`src/rtl/fetch_pkg.sv`:
```
// Shared constants and types for the instruction fetch stage.
package fetch_pkg;

    localparam int          XLEN       = 32;
    localparam logic [31:0] RESET_PC   = 32'h0000_0000;
    localparam int          FIFO_DEPTH = 2;
    localparam logic [31:0] NOP_INSTR  = 32'h0000_0013;

    typedef enum logic [1:0] {
        BOOT,
        RUN,
        FLUSH
    } state_t;

    // Wide enough to count 0..depth inclusive.
    function automatic int cnt_width(input int depth);
        return $clog2(depth) + 1;
    endfunction

    localparam int CNT_W = cnt_width(FIFO_DEPTH);

endpackage

```
`src/rtl/fetch_fifo.sv`:
```
// Instruction buffer: synchronous FIFO of {pc, instr} entries with flush.
module fetch_fifo
    import fetch_pkg::*;
#(
    parameter int WIDTH = 64,
    parameter int DEPTH = 2
) (
    input  logic                        clk,
    input  logic                        reset_n,
    input  logic                        flush,
    input  logic                        push,
    input  logic [WIDTH-1:0]            push_data,
    input  logic                        pop,
    output logic [WIDTH-1:0]            head,
    output logic [cnt_width(DEPTH)-1:0] count
);

    localparam int AW = $clog2(DEPTH);
    localparam int CW = cnt_width(DEPTH);

    logic [WIDTH-1:0] mem [DEPTH];
    logic [AW-1:0]    wr_ptr;
    logic [AW-1:0]    rd_ptr;

    // NOTE: non-blocking assignments in clocked blocks so every register samples pre-edge values.
    always_ff @(posedge clk) begin
        if (!reset_n) begin
            wr_ptr <= '0;
            rd_ptr <= '0;
            count  <= '0;
        end else if (flush) begin
            wr_ptr <= '0;
            rd_ptr <= '0;
            count  <= '0;
        end else begin
            if (push) wr_ptr <= wr_ptr + 1'b1;
            if (pop)  rd_ptr <= rd_ptr + 1'b1;
            count <= count + CW'(push) - CW'(pop);
        end
    end

    // NOTE: storage is deliberately not reset; consumers only look at head while count != 0.
    always_ff @(posedge clk) begin
        if (push && !flush) mem[wr_ptr] <= push_data;
    end

    assign head = mem[rd_ptr];

    assert property (@(posedge clk) disable iff (!reset_n)
        !(push && !flush && count == CW'(DEPTH)));

endmodule

```
`src/rtl/fetch_unit.sv`:
```
// Fetch stage: owns the PC, issues in-order imem requests, buffers responses for decode.
module fetch_unit #(
    parameter int              XLEN       = fetch_pkg::XLEN,
    parameter logic [XLEN-1:0] RESET_PC   = fetch_pkg::RESET_PC,
    parameter int              FIFO_DEPTH = fetch_pkg::FIFO_DEPTH
) (
    input  logic            clk,
    input  logic            reset_n,
    output logic            imem_req_valid,
    input  logic            imem_req_ready,
    output logic [XLEN-1:0] imem_req_addr,
    input  logic            imem_rsp_valid,
    input  logic [31:0]     imem_rsp_data,
    input  logic            redirect_valid,
    input  logic [XLEN-1:0] redirect_pc,
    output logic            dec_valid,
    input  logic            dec_ready,
    output logic [31:0]     dec_instr,
    output logic [XLEN-1:0] dec_pc,
    output logic [XLEN-1:0] dec_pcplus4,
    output logic            misalign_err
);

    import fetch_pkg::*;

    localparam int CW = cnt_width(FIFO_DEPTH);
    localparam int FW = 32 + XLEN;

    state_t          state;
    state_t          state_next;
    logic [XLEN-1:0] fetch_pc;
    logic [XLEN-1:0] rsp_pc;
    logic [XLEN-1:0] target;
    logic [CW-1:0]   outstanding;
    logic [CW-1:0]   drop_cnt;
    logic [CW-1:0]   drop_next;
    logic [CW-1:0]   fifo_count;
    logic [CW:0]     in_flight;
    logic [FW-1:0]   fifo_head;
    logic            req_fire;
    logic            push;
    logic            pop;

    assign target = {redirect_pc[XLEN-1:2], 2'b00};

    // Credit: live requests plus buffered entries never exceed the buffer, so pushes always fit.
    assign in_flight      = {1'b0, outstanding} - {1'b0, drop_cnt} + {1'b0, fifo_count};
    assign imem_req_valid = (state != BOOT) && !redirect_valid
                            && (in_flight < (CW+1)'(FIFO_DEPTH));
    assign imem_req_addr  = fetch_pc;
    assign req_fire       = imem_req_valid && imem_req_ready;

    assign dec_valid = (fifo_count != '0);
    assign pop       = dec_valid && dec_ready;
    assign push      = imem_rsp_valid && (drop_cnt == '0) && !redirect_valid;

    assign dec_instr   = dec_valid ? fifo_head[31:0] : '0;
    assign dec_pc      = dec_valid ? fifo_head[FW-1:32] : '0;
    assign dec_pcplus4 = dec_valid ? fifo_head[FW-1:32] + XLEN'(4) : '0;

    // NOTE: every always_comb output gets a default first so no latch is inferred.
    always_comb begin
        state_next = state;
        drop_next  = drop_cnt;
        if (redirect_valid) begin
            drop_next  = outstanding - CW'(imem_rsp_valid);
            state_next = (drop_next != '0) ? FLUSH : RUN;
        end else begin
            if (imem_rsp_valid && drop_cnt != '0) drop_next = drop_cnt - 1'b1;
            case (state)
                BOOT:    state_next = RUN;
                RUN:     state_next = RUN;
                FLUSH:   if (drop_next == '0) state_next = RUN;
                default: state_next = BOOT;
            endcase
        end
    end

    always_ff @(posedge clk) begin
        if (!reset_n) state <= BOOT;
        else          state <= state_next;
    end

    always_ff @(posedge clk) begin
        if (!reset_n) begin
            fetch_pc     <= RESET_PC;
            rsp_pc       <= RESET_PC;
            outstanding  <= '0;
            drop_cnt     <= '0;
            misalign_err <= 1'b0;
        end else begin
            drop_cnt     <= drop_next;
            outstanding  <= outstanding + CW'(req_fire) - CW'(imem_rsp_valid);
            misalign_err <= redirect_valid && (redirect_pc[1:0] != 2'b00);
            if (redirect_valid) begin
                fetch_pc <= target;
                rsp_pc   <= target;
            end else begin
                if (req_fire) fetch_pc <= fetch_pc + XLEN'(4);
                if (push)     rsp_pc   <= rsp_pc + XLEN'(4);
            end
        end
    end

    // A redirect flushes the buffer, overriding any same-cycle push or pop.
    fetch_fifo #(
        .WIDTH (FW),
        .DEPTH (FIFO_DEPTH)
    ) u_fifo (
        .clk       (clk),
        .reset_n   (reset_n),
        .flush     (redirect_valid),
        .push      (push),
        .push_data ({rsp_pc, imem_rsp_data}),
        .pop       (pop),
        .head      (fifo_head),
        .count     (fifo_count)
    );

endmodule

```
`config.mk`:
```
export PLATFORM = sky130hd
export DESIGN_NAME = fetch_unit
export DESIGN_NICKNAME = d
export VERILOG_FILES = /design/src/rtl/fetch_pkg.sv /design/src/rtl/fetch_fifo.sv /design/src/rtl/fetch_unit.sv
export SDC_FILE = /design/constraint.sdc
export NUM_CORES = 1
export LEC_CHECK = 0
export BUFFER_PORTS_ARGS = -buffer_cell sky130_fd_sc_hd__buf_2
export CAP_MARGIN = 20
export CORE_UTILIZATION = 35
export CTS_CLUSTER_SIZE = 30
export DETAILED_ROUTE_END_ITERATION = 8
export GPL_ROUTABILITY_DRIVEN = 0
export PLACE_DENSITY = 0.55
export RECOVER_POWER = 25
export SETUP_SLACK_MARGIN = 0.3
export SYNTH_ARGS = -nofsm -noshare
export SYNTH_HDL_FRONTEND = slang
export SYNTH_SLANG_ARGS = --single-unit
```
`constraint.sdc`:
```
create_clock -name clk -period 11 [get_ports clk]
set_input_delay 2.75 -clock clk [delete_from_list [all_inputs] [get_ports clk]]
set_output_delay 2.75 -clock clk [all_outputs]
set_load 0.1 [all_outputs]
```
==> flow_metrics.py <==
metrics = {
    "run_status": {
        "outcome": "complete, no violations",
    },
    "global_routing": {
        "grt.total_usage_pct": 16.3,
        "grt_pass1_wl_microns": 33700,
        "grt_pass1_vias": 6194,
        "overflow": 0,
        "grt_antenna_before_repair": 0,
        "grt_max_degree": 84,
    },
    "cts": {
        "cts_tree": "yes",
        "postCtsHoldBufs": 0,
        "cts_sinks": 196,
        "cts.htree.levels": 4,
        "path_clk_slew_ns": 0.08,
        "clk_path_buf_depth": 2,
        "cts-root-buf": "clkbuf_16",
        "cts-resized-gates": 0,
        "post_cts_buffers": 0,
        "clock_latency_ns": 0.43,
        "numCtsBuffers": 17,
    },
    "floorplanning": {
        "num_rows": 59,
        "die_h_microns": 165,
        "io_pins": 201,
        "core_sq_um": 26000,
        "die_w_microns": 165,
        "start_util_pct": 35.6,
        "die_area_sq_um": 27100,
    },
    "synthesis": {
        "synth_cell_types": 59,
        "synth_edf_count": 124,
        "yosysTopAreaCell": "edfxtp_1",
        "seq_area_frac_synth_pct": 55.8,
        "synthCells": 829,
        "synth_top_area_share_pct": 40.2,
        "yosys_warnings": 0,
        "async_reset_ff_share_pct": 0,
        "synth_top_flop_cell": "edfxtp_1",
        "syn-mean-instance-area_sq_um": 11.2,
        "synth_area_sq_um": 9260,
        "synth-seq-cells": 196,
        "yosys-top-cells-area": "edfxtp_1, dfxtp_1, mux2i_1",
    },
    "detailed_routing": {
        "first_pass_iters": 5,
        "wirelength_microns": 22000,
        "wl_per_cell_microns": 16.2,
        "ant_nets": 0,
        "dr.first_iter.drc_count": 395,
        "vias_per_cell": 4.95,
        "vias": 6727,
        "drc_errors": 0,
    },
    "placed_design": {
        "portBuffers": 194,
        "hpwlAfterDp_microns": 15500,
    },
    "power": {
        "power_density_nw_per_um2": 164,
        "p_leak_nw": 4.15,
        "peakVddDrop_mv": 0.0841,
    },
    "layout": {
        "fin_util_pct": 42.5,
        "layout-drive-gt1-share_pct": 23.5,
        "diodes": 0,
        "area_growth_pct": 19.3,
        "nNetsFinal": 1092,
        "multi_input_area_sq_um": 3830,
        "n_fill_cell": 2564,
        "final_common_cell": "buf_2",
        "final_cell_mix": "buf_2, edfxtp_1, nor2_1, a21oi_1, dfxtp_1",
        "register_area_sq_um": 5170,
    },
    "worst_hold_path": {
        "hold_path_class": "flip-flop to flip-flop",
        "hold_depth": 0,
    },
    "timing": {
        "fin_setup_tns_ns": 0,
        "finalSetupViolCount": 0,
        "min_period_over_period_pct": 66.2,
        "period_minus_slack_ns": 7.28,
        "rsz0062_at_grt": "no",
        "fin_worst_skew_ns": 0.0141,
        "hold_viol": 0,
        "max_slew.worst_pin.slew_ns": 0.882,
        "max_slew_margin_pct": 41.2,
        "fmax_ghz": 0.137,
        "drv_slew": 0,
    },
    "critical_path": {
        "path_max_fanout": 49,
        "worstSetupEndpointType": "primary output",
        "arrival_ns": 4.53,
        "critPathRequiredTime_ns": 8.25,
        "critPathLaunchType": "flip-flop",
        "worst-setup-path-type": "flip-flop to primary output",
        "r2r_cells": 12,
    },
    "run": {
        "cap_violations": 0,
    },
}
## per-layer routing
metal  track usage (%)  wire length, microns  up-vias  share of wire (%)
met5                 0                     0        -                  0
met4              5.42                   337        0                1.5
met3              3.14                  1100       21                5.0
met2              24.4                  9530      198                 43
met1              23.5                 11100     3129                 50
li1                  -                     -     3379                  -
## stage by stage
step	setup WS, ns	hold WS (ns)	cells	power, mW	instance area, sq um
CTS	3.70	0.496	1358	1.83	11100
finish	3.72	0.494	1358	1.81	11100
global route	3.35	0.516	1358	1.89	11100
floorplan	3.24	0.445	834	1.16	9280
detailed placement	4.16	0.464	1326	1.23	10500
global placement	4.22	0.457	1326	1.23	10500
## critical path, stage by stage (launching register included)
cell      delay (ns)
dfxtp_4         0.71
buf_4           0.72
mux2i_1         0.29
inv_1           0.19
ha_1            0.26
a21boi_0        0.21
nand4_1         0.55
o31a_1          0.49
nor3_1          0.16
buf_2           0.45
## area by class of cell
cell class | count | area share, %
clock buffer | 20 | 3.95
clock inverter | 12 | 1.10
inverter | 16 | 0.543
timing repair buffer | 202 | 9.20
multi-input combinational | 577 | 34.6
sequential | 196 | 46.8
tap | 335 | 3.79
## cell families after synthesis
kind of cell	share of synthesized area (%)
adder cells (fa/ha/maj)	1.78
AND/OR/NAND/NOR	15.8
XOR/XNOR	7.28
buffers and inverters	3.24
other	0.0405
multiplexers	7.42
AO/OA/AOI/OAI	8.65
flip-flops	55.8
## flip-flops by register name (all words and copies together), names as in the netlist, named ones only
signal and count:
misalign_err 1, drop_cnt 2, u_fifo.mem 124, u_fifo.count 2
rsp_pc 30, state 2, imem_req_addr 30, u_fifo.wr_ptr 1
outstanding 2, u_fifo.rd_ptr 1
## Yosys cell counts (3+ instances only)
cell	instances
edfxtp_1	124
nor2_1	94
a21oi_1	72
dfxtp_1	72
mux2i_1	63
xor2_1	55
nand3_1	39
o21ai_0	39
nand2_1	37
nand4_1	29
clkbuf_1	25
xnor2_1	22
nor3_1	16
inv_1	15
and3_1	12
and2_1	10
buf_4	10
ha_1	10
nand3b_1	8
nor4_1	7
and4_1	6
buf_2	6
o31ai_1	5
nand2b_1	4
mux2_2	3
nor4_4	3
o31a_1	3
## power by group
group          internal [mW]  leakage, nW  switching [mW]
Sequential             0.823         1.74          0.0340
Clock                  0.318        0.264           0.282
Combinational         0.0740         2.14           0.280
Total                   1.21         4.15           0.596
## worst paths after layout
kind                  startpoint                 to  slack (ns)
hold / removal        rsp_pc[31]  u_fifo.mem[0][63]        0.49
hold reg to reg       rsp_pc[31]  u_fifo.mem[0][63]        0.49
setup / recovery       flip-flop    dec_pcplus4[30]        3.72
setup reg to reg  outstanding[1]     outstanding[1]        7.87
Power figures use the tool's default switching activity.
